<file path="config.mk">
export PLATFORM = sky130hd
export DESIGN_NAME = sprite_update_queue
export DESIGN_NICKNAME = d
export VERILOG_FILES = /design/src/rtl/sprite_update_queue.sv
export SDC_FILE = /design/constraint.sdc
export NUM_CORES = 1
export LEC_CHECK = 0
export ABC_AREA = 1
export BUFFER_PORTS_ARGS = -buffer_cell sky130_fd_sc_hd__buf_4
export CELL_PAD_IN_SITES_DETAIL_PLACEMENT = 0
export CELL_PAD_IN_SITES_GLOBAL_PLACEMENT = 1
export CORE_MARGIN = 3
export CORE_UTILIZATION = 44
export CTS_CLUSTER_SIZE = 25
export DETAILED_ROUTE_END_ITERATION = 10
export PLACE_DENSITY_LB_ADDON = 0.1
export SLEW_MARGIN = 25
export SYNTH_ARGS = -nofsm -noshare
export SYNTH_HDL_FRONTEND = slang
export SYNTH_SLANG_ARGS = --single-unit
</file>
<file path="constraint.sdc">
create_clock -name clk -period 2.4 [get_ports clk]
set_clock_uncertainty 0.2 [all_clocks]
set_input_delay 0.12 -clock clk [delete_from_list [all_inputs] [get_ports clk]]
set_output_delay 0.12 -clock clk [all_outputs]
set_load 0.01 [all_outputs]
</file>
<file path="src/rtl/sprite_update_queue.sv">
// Sprite register-write queue: buffers CPU writes and replays them to the
// sprite engine only during vertical blanking, raising frame_irq after each drain.
module sprite_update_queue #(
  parameter  int DEPTH  = 8,
  parameter  int ADDR_W = 6,
  parameter  int DATA_W = 16,
  localparam int PTR_W  = $clog2(DEPTH),
  localparam int CNT_W  = PTR_W + 1
) (
  input  logic              clk,
  input  logic              rst_n,
  input  logic              wr_valid,
  input  logic [ADDR_W-1:0] wr_addr,
  input  logic [DATA_W-1:0] wr_data,
  output logic              wr_ready,
  input  logic              vblank_start,
  output logic              out_valid,
  output logic [ADDR_W-1:0] out_addr,
  output logic [DATA_W-1:0] out_data,
  input  logic              out_ready,
  output logic [CNT_W-1:0]  fifo_count,
  output logic              busy,
  output logic              overflow,
  output logic              missed_vblank,
  output logic              frame_irq,
  input  logic              status_clear
);

  typedef enum logic [1:0] {S_IDLE, S_DRAIN, S_DONE} state_t;

  state_t            state, state_nxt;
  logic [ADDR_W-1:0] mem_addr [DEPTH];
  logic [DATA_W-1:0] mem_data [DEPTH];
  logic [PTR_W-1:0]  wr_ptr, rd_ptr;
  logic [CNT_W-1:0]  drain_rem;
  logic              vblank_pend;
  logic              push, pop, vblank_eff;

  assign wr_ready   = (fifo_count != CNT_W'(DEPTH));
  assign push       = wr_valid && wr_ready;
  assign pop        = out_valid && out_ready;
  // A vblank seen during DONE is replayed on the following IDLE cycle.
  assign vblank_eff = vblank_start || vblank_pend;
  assign out_addr   = mem_addr[rd_ptr];
  assign out_data   = mem_data[rd_ptr];

  always_ff @(posedge clk) begin
    if (!rst_n) state <= S_IDLE;
    else        state <= state_nxt;
  end

  always_comb begin
    state_nxt = state;
    case (state)
      S_IDLE:  if (vblank_eff) state_nxt = (fifo_count == '0) ? S_DONE : S_DRAIN;
      S_DRAIN: if (pop && drain_rem == CNT_W'(1)) state_nxt = S_DONE;
      S_DONE:  state_nxt = S_IDLE;
      default: state_nxt = S_IDLE;
    endcase
  end

  always_comb begin
    out_valid = (state == S_DRAIN);
    busy      = (state == S_DRAIN);
  end

  always_ff @(posedge clk) begin
    if (!rst_n) begin
      drain_rem   <= '0;
      vblank_pend <= 1'b0;
    end else begin
      vblank_pend <= (state == S_DONE) && vblank_start;
      if (state == S_IDLE && vblank_eff) drain_rem <= fifo_count;
      else if (state == S_DRAIN && pop)  drain_rem <= drain_rem - CNT_W'(1);
    end
  end

  // FIFO control; storage itself carries no reset.
  always_ff @(posedge clk) begin
    if (!rst_n) begin
      wr_ptr     <= '0;
      rd_ptr     <= '0;
      fifo_count <= '0;
    end else begin
      if (push) wr_ptr <= wr_ptr + PTR_W'(1);
      if (pop)  rd_ptr <= rd_ptr + PTR_W'(1);
      case ({push, pop})
        2'b10:   fifo_count <= fifo_count + CNT_W'(1);
        2'b01:   fifo_count <= fifo_count - CNT_W'(1);
        default: fifo_count <= fifo_count;
      endcase
    end
  end

  always_ff @(posedge clk) begin
    if (push) begin
      mem_addr[wr_ptr] <= wr_addr;
      mem_data[wr_ptr] <= wr_data;
    end
  end

  // Sticky flags: a set event in the same cycle as status_clear wins.
  always_ff @(posedge clk) begin
    if (!rst_n) begin
      overflow      <= 1'b0;
      missed_vblank <= 1'b0;
      frame_irq     <= 1'b0;
    end else begin
      overflow      <= (wr_valid && !wr_ready) || (overflow && !status_clear);
      missed_vblank <= ((state == S_DRAIN) && vblank_start) || (missed_vblank && !status_clear);
      frame_irq     <= (state == S_DONE) || (frame_irq && !status_clear);
    end
  end

endmodule

</file>
* Yosys cells after proc, flatten, opt, wreduce, memory -nomap -nowiden
Memory sizes are Yosys's and may differ from the RTL's. A register that Yosys moved wholly into a read port is not among the register bits. Index checks and enable logic that the tools add are counted.
Storage, ports and cells: register bits 20, memory bits (writable) 176, word-level logic and storage cells 59, memories 2
Memory list:
- mem_data | depth 8, bits a word 16, rd ports 1, clocked after memory_dff 1, wr ports 1, RTL line 33 | logic [DATA_W-1:0] mem_data [DEPTH];
- mem_addr | depth 8, bits a word 6, rd ports 1, clocked after memory_dff 1, wr ports 1, RTL line 32 | logic [ADDR_W-1:0] mem_addr [DEPTH];
Operators by class: add/subtract/negate cells 5, equal/unequal tests 8, muxes and demuxes 13, reductions and logical operators 22
Operators by type and width (number):
- 2-to-1 mux 3 bit | 4
- logical AND 1 bit | 11
- 2-to-1 mux 4 bit | 2
- case mux 4 bit (2 select lines) | 1
- subtractor 4 x 1 -> 4 bit (second input constant) | 2
- adder 3 x 1 -> 3 bit (second input constant) | 2
- 2-to-1 mux 2 bit | 3
- adder 4 x 1 -> 4 bit (second input constant) | 1
- == test 2 x 1 -> 1 bit (second input constant) | 2
- == test 2 bit (second input constant) | 2
- == test 4 x 1 -> 1 bit (second input constant) | 1
- zero test 4 bit | 1
- logical OR 1 bit | 4
- != test 4 bit (second input constant) | 1
- case mux 2 bit (2 select lines) | 1
- nonzero test 2 bit | 2
- zero test 1 bit | 2
- zero test 2 bit | 1
- 2-to-1 mux 1 bit | 2
- != test 2 x 1 -> 1 bit (second input constant) | 1
- != test 2 bit (second input constant) | 1
- AND reduction 2 bit | 1

* Longest topological paths before layout
Gate-level depths: netlist of the first run.
word-level depth 5, depth in mapped cells 14

* Worst setup path after synthesis of the first run
No wires, ideal clock.
path kind register to register, start point register fifo_count[0], end point memory mem_addr[1][0], enable pin, setup time 0.401 ns, data arrival time 1.876 ns, required time 1.799 ns, path slack -0.076 ns, cell stages (with the launch flop) 7, buffers on the path 0, clock period less this slack 2.476 ns, cell sequence dfxtp_1 > nor2_1 > nand3_2 > nand2_2 > nor2_1 > inv_1 > nor2_1
Between the ends: longest elaborated chain between the ends 4
Ends and longest elaborated chain:
- start: declaration | RTL line 21 | output logic [CNT_W-1:0] fifo_count,
- start signal: assignment | RTL line 88 | 2'b10: fifo_count <= fifo_count + CNT_W'(1);
- start signal: assignment | RTL line 89 | 2'b01: fifo_count <= fifo_count - CNT_W'(1);
- start signal: assignment | RTL line 90 | default: fifo_count <= fifo_count;
- != test 4 bit | RTL line 39 | assign wr_ready = (fifo_count != CNT_W'(DEPTH));
- net wr_ready | RTL line 15 | output logic wr_ready,
- logical AND 1 bit | RTL line 40 | assign push = wr_valid && wr_ready;
- 2-to-1 mux 1 bit | RTL line 96 | if (push) begin
- 2-to-1 mux 1 bit (not written as such) | RTL line 97 | mem_addr[wr_ptr] <= wr_addr;
- end: declaration | RTL line 32
The timed path passes the listed nets, and every way through them passes these cells.

==> metrics, run 1 <==
Row Count 48; H-tree depth 4; diodes inserted 0; PortBufs 59; starting DRC count in detailed routing 260; die footprint 0.0199 sq mm; largest net degree at the start of global routing 57; sw frac 27.0%; Final nets 779; Ys Warns 0; Tmin final 2170 ps; placed cells 922; Final Hold Fails 0; sequential-to-total area share from yosys stat 71.6%; WL met1 7910 um; CP endpoint kind primary output; placed instance area 0.00877 sq mm; fraction of registers with async set/reset 0%; DR WL met2 7930 um; CTS Buf Count 17; hold_ws 250 ps; core area 0.0176 sq mm; final antenna-violating net count 0; grt ovf 0; Finished Cell Area 0.00960 sq mm; detailed placer's ending HPWL 9870 um; io pins 60; Crit-path slowest cell buf_6; worst hold path type flop to flop; CP peak stage delay 420 ps; clock-pin transition on the worst setup and hold timing paths 60 ps; Non-Filler Instances 982; Comb pwr share 19.3%; GR Util All Layers 17.0%; DIE WIDTH 141 um; CTS tree yes; Crit path top cell by count nand2_1; DRC 0; vias in the first global route 4899; crit-path cells buf_6, mux2i_1, o22ai_1, nand2_1, nand2_1, buf_4; Net Sw Power 0.00225 W; routability cong. 0.787; Worst-Margin Slew 486 ps; Arr. time, crit path 1850 ps; RSZ-0062 raised after global routing no; number of flops mapped to enable cells by yosys 176; Finish-stage setup viols 0; Setup CP Type flop to primary output; synthesized area 0.00803 sq mm; Slew Viols, Final 0; drt via density 5.16; Max Cap Violations 0; Routed Wire Length 16700 um; area of the multi-input gates 0.00198 sq mm; first drt pass iteration count 4; PD cells 866 mW/mm^2; starting density of the core 45.6%; post-synth cell types 31; reg2reg setup slack 270 ps; clk root buf clkbuf_16; Die Y 141 um; Worst slew margin 67.5%; sequential standard cell area 0.00575 sq mm; Clock Path Buffers 2; crit share post-route 90.3%; Int Power 0.00607 W; Main synth FF type edfxtp_1; DR WL/cell 17.0 um; filler cell count 1484; first-pass GRT wire length 26000 um; #FFs+latches synth 199; Area growth, synth to finish 19.6%; Peak VDD IR 0.000547 V; Seq pwr share 49.6%; Syn Inst Count 650; clock share of power 31.1%; clock sink count 199; setup bufs post-CTS 0; crit path max fanout 56; status finished clean; initial antenna violation count 0; clk_lat worst skew 430 ps; crit start category flop; Net Count, Synth 685; syn_area_per_cell 12.3 sq um; share of cells above drive strength 1 16.6%; routed wl met3 602 um; achievable frequency 462 MHz; Lkg Pwr 3.43 nW; total number of vias 5064; WP data required 2080 ps; Top Layer Used met4
## Yosys cell counts (4+ instances only)
| cell | n | area share, % |
|---|---|---|
| o21ai_0 | 78 | 4.9 |
| a21oi_1 | 16 | 1.0 |
| o22ai_1 | 23 | 1.8 |
| clkbuf_1 | 7 | 0.33 |
| ha_1 | 7 | 1.1 |
| buf_2 | 10 | 0.62 |
| nor2_1 | 109 | 5.1 |
| clkbuf_2 | 4 | 0.25 |
| buf_6 | 8 | 1.1 |
| o21ai_1 | 21 | 1.3 |
| dfxtp_1 | 23 | 5.7 |
| nand3_1 | 7 | 0.44 |
| inv_1 | 25 | 1.2 |
| mux2i_1 | 22 | 2.7 |
| edfxtp_1 | 176 | 66 |
| nand2_1 | 93 | 4.3 |
## worst paths after layout
| path | cells after the start | to | from |
|---|---|---|---|
| setup / recovery | 6 | out_addr[2] | flop |
| hold / removal | 1 | rd_ptr[2]$_SDFFE_PN0P_ | rd_ptr[2]$_SDFFE_PN0P_ |
| setup reg to reg | 12 | fifo_count[2]$_SDFFE_PN0P_ | fifo_count[1]$_SDFFE_PN0P_ |
| hold reg to reg | 1 | rd_ptr[2]$_SDFFE_PN0P_ | rd_ptr[2]$_SDFFE_PN0P_ |
## registers in the layout, indices dropped and copies added, names as in the netlist, named ones only
register / count
mem_data: 128
mem_addr: 48
drain_rem: 4
fifo_count: 4
rd_ptr: 3
wr_ptr: 3
state: 2
frame_irq: 1
missed_vblank: 1
overflow: 1
vblank_pend: 1
## routing by layer
metal / vias up / global-route usage, %
met1: 2448 / 23.2
met3: 22 / 2.88
li1: 2492 / -
met4: 0 / 5.76
met5: - / 0
met2: 102 / 27.7
## cells in the final DEF (no fill, tap or decap), types with 16 or more instances in the layout
| master | instances |
|---|---|
| inv_1 | 25 |
| clkbuf_16 | 17 |
| dlygate4sd3_1 | 28 |
| dfxtp_1 | 20 |
| o22ai_1 | 23 |
| a21oi_1 | 16 |
| buf_4 | 73 |
| edfxtp_1 | 176 |
| mux2i_1 | 22 |
| nor2_1 | 100 |
| o21ai_0 | 78 |
| o21ai_1 | 21 |
| nand2_1 | 93 |
## stage by stage
stage	util (%)	power, W	setup TNS (ps)	setup WS (ps)
after global placement	49.8	0.00572	0	289
after CTS	54.4	0.00837	0	16.0
after global routing	54.5	0.00872	0	12.1
final	54.5	0.00831	0	233
after floorplan	-	0.00519	-6700	-76.2
after detailed placement	49.8	0.00576	0	152
## power groups by stage
stage | Sequential (W) | Clock [W] | Combinational, W
2_1_floorplan | 0.00419 | 0 | 0.00100
3_3_place_gp | 0.00418 | 0 | 0.00154
3_5_place_dp | 0.00419 | 0 | 0.00157
4_1_cts | 0.00412 | 0.00264 | 0.00161
5_1_grt | 0.00415 | 0.00278 | 0.00179
6_report | 0.00413 | 0.00258 | 0.00160
## worst max-delay path, delay by kind of cell (launching register included)
family                 cells  cell delay [ps]
AO/OA/AOI/OAI              1               90
buffers and inverters      2              550
flip-flops                 1              350
multiplexers               1              290
AND/OR/NAND/NOR            2              130
## cell families (layout without fill, tap and decap cells)
logic type / Yosys count / count (layout) / synth area share (%)
AO/OA/AOI/OAI: 141 / 141 / 9.25
flip-flops: 199 / 199 / 71.6
multiplexers: 22 / 22 / 2.74
XOR/XNOR: 4 / 4 / 0.437
buffers and inverters: 60 / 167 / 4.21
adder cells (fa/ha/maj): 7 / 7 / 1.09
AND/OR/NAND/NOR: 217 / 217 / 10.7
## timing repair
| item | CTS | global route |
|---|---|---|
| endpoints found under the setup margin | 0 | 15 |
| gates resized for setup | 0 | 7 |
| hold buffers | 28 | 0 |
| hold endpoints to repair | 193 | 0 |
## cell type report
type,instances,area share (%)
tap,225,2.93
sequential,199,59.9
inverter,27,1.08
multi-input combinational,391,20.6
clock inverter,10,0.847
clock buffer,22,4.63
timing repair buffer,108,10.0
Note: power is estimated with default switching activity, not from simulation.
==> run 2: changes to the inputs <==
==> constraint.sdc (replaced) <==
create_clock -name clk -period 1.8 [get_ports clk]
set_clock_uncertainty 0.2 [all_clocks]
set_input_delay 0.09 -clock clk [delete_from_list [all_inputs] [get_ports clk]]
set_output_delay 0.09 -clock clk [all_outputs]
set_load 0.01 [all_outputs]
==> run 2 against run 1 <==
Against the previous run:
- the run now ends with setup timing left
- sequential share of layout area down 5.1 points
- register-to-register slack worse by 290 ps
- setup slack worse by 470 ps
- cell count up 3.5%
- worst hold slack worse by 8.7 ps
- core utilization up 5.2 points
- critical endpoint is now out_addr[5]
- largest power group unchanged
==> metrics, run 2 (synthesized netlist as in run 1, its figures left out) <==
status finished, violations left; failing checks setup timing; Tot Pwr 0.0122 W; starting density of the core 45.6%; first drt pass iteration count 4; crit-path cells buf_12, clkbuf_16, mux2i_1, o22ai_1, nand2_1, nand2_2, buf_6; H-tree depth 4; clock-pin transition on the worst setup and hold timing paths 70 ps; DIE WIDTH 141 um; Crit path max-delay family buffers and inverters; max reg flops 128; Comb pwr share 24.7%; first-pass GRT wire length 27900 um; clock sink count 199; die footprint 0.0199 sq mm; grt ovf 0; detailed placer's ending HPWL 10800 um; vias in the first global route 5236; Final Hold Fails 0; Lkg Pwr 3.77 nW; PD cells 1160 mW/mm^2; Final nets 813; starting DRC count in detailed routing 355; Peak VDD IR 0.000750 V; crit path max fanout 11; diodes inserted 0; RSZ-0062 raised after global routing yes; GR Util All Layers 18.2%; PortBufs 59; Net Sw Power 0.00338 W; Finish-stage setup viols 33; io pins 60; routability cong. 0.789; sw frac 27.7%; Arr. time, crit path 1750 ps; share of cells above drive strength 1 25.0%; achievable frequency 490 MHz; Worst slew margin 66.6%; crit share post-route 113%; Row Count 48; worst hold path type primary input to flop; drt via density 5.28; Most flops, register mem_data; Max Cap Violations 0; total number of vias 5362; Seq pwr share 45.1%; clk_lat worst skew 430 ps; CTS tree yes; Crit path buffers/inverters 3; core area 0.0176 sq mm; Tmin final 2040 ps; Crit-path slowest cell dfxtp_4; Routed Wire Length 18800 um; commonest non-fill, non-tap cell in the layout edfxtp_1; Slew Viols, Final 0; final antenna-violating net count 0; CTS Buf Count 17; Int Power 0.00881 W; Area growth, synth to finish 31.0%; DR WL/cell 18.5 um; final worst slack -240 ps; total negative slack -4230 ps; initial antenna violation count 0; Worst-Margin Slew 501 ps; largest net degree at the start of global routing 37; crit start category flop; post-place setup slack -45.0 ps; clk root buf clkbuf_16; most frequent cells in the layout edfxtp_1, nor2_1, nand2_1; Clock Path Buffers 2; Die Y 141 um; clock share of power 30.2%; WP data required 1510 ps; biggest regs mem_data (128), mem_addr (48); hold_ws 241 ps; DRC 0; CP endpoint kind primary output; Setup CP Type flop to primary output; CP peak stage delay 360 ps
## run 2: cell count changes in the layout (fill, tap and decap cells not counted), sizes merged
cell	previous run	this run
buf	80	107
clkbuf	22	27
bufinv	1	2
inv	27	28
## run 2: worst paths after layout
| check | slack, ps | to | cells past startpoint | startpoint |
|---|---|---|---|---|
| worst max register to register | -20 | mem_data[1][0]$_DFFE_PP_ | 8 | fifo_count[2]$_SDFFE_PN0P_ |
| worst max-delay path | -240 | out_addr[5] | 7 | flop |
| worst min-delay path | 240 | mem_addr[0][2]$_DFFE_PP_ | 2 | wr_addr[2] |
| worst min register to register | 270 | missed_vblank$_SDFF_PN0_ | 2 | missed_vblank$_SDFF_PN0_ |
## run 2: cell type report
class | count | area [sq um]
fillers | 1401 | 7080
flip-flops and latches | 199 | 5770
multi-input cells | 391 | 2170
repair buffers | 142 | 1610
clock buffers | 20 | 437
well taps | 225 | 282
clock inverters | 12 | 128
inverters | 27 | 116
## run 2: power by group through the flow
| stage | Sequential, W | Combinational, W | Clock, W |
|---|---|---|---|
| 6_report | 0.00550 | 0.00301 | 0.00368 |
| 5_1_grt | 0.00552 | 0.00328 | 0.00394 |
| 4_1_cts | 0.00551 | 0.00261 | 0.00374 |
| 3_5_place_dp | 0.00561 | 0.00234 | 0 |
| 3_3_place_gp | 0.00559 | 0.00230 | 0 |
| 2_1_floorplan | 0.00562 | 0.00143 | 0 |
## run 2: repair_timing
| item | in CTS | in global routing |
|---|---|---|
| setup endpoints to repair | 102 | 115 |
| endpoints found under the hold margin | 195 | 0 |
| buffers inserted | 7 | 6 |
| gates resized for setup | 22 | 74 |
| pin swaps | 10 | 14 |
| hold buffers | 28 | 0 |
| cloned | 2 | 8 |
## run 2: per-stage QoR
step	instances	instance area, sq um	utilization (%)
4_1_cts	1003	10100	57.4
3_3_place_gp	934	9090	51.6
6_report	1016	10500	59.7
2_1_floorplan	650	8150	-
5_1_grt	1016	10500	59.7
3_5_place_dp	934	9090	51.6
## run 2: metal layers
metal | GRT usage [%] | share of wire [%] | wire length (um)
met1 | 24.1 | 46 | 8620
met2 | 30.6 | 49 | 9290
met3 | 3.12 | 3.3 | 613
met4 | 5.92 | 1.3 | 250
met5 | 0 | 0 | 0
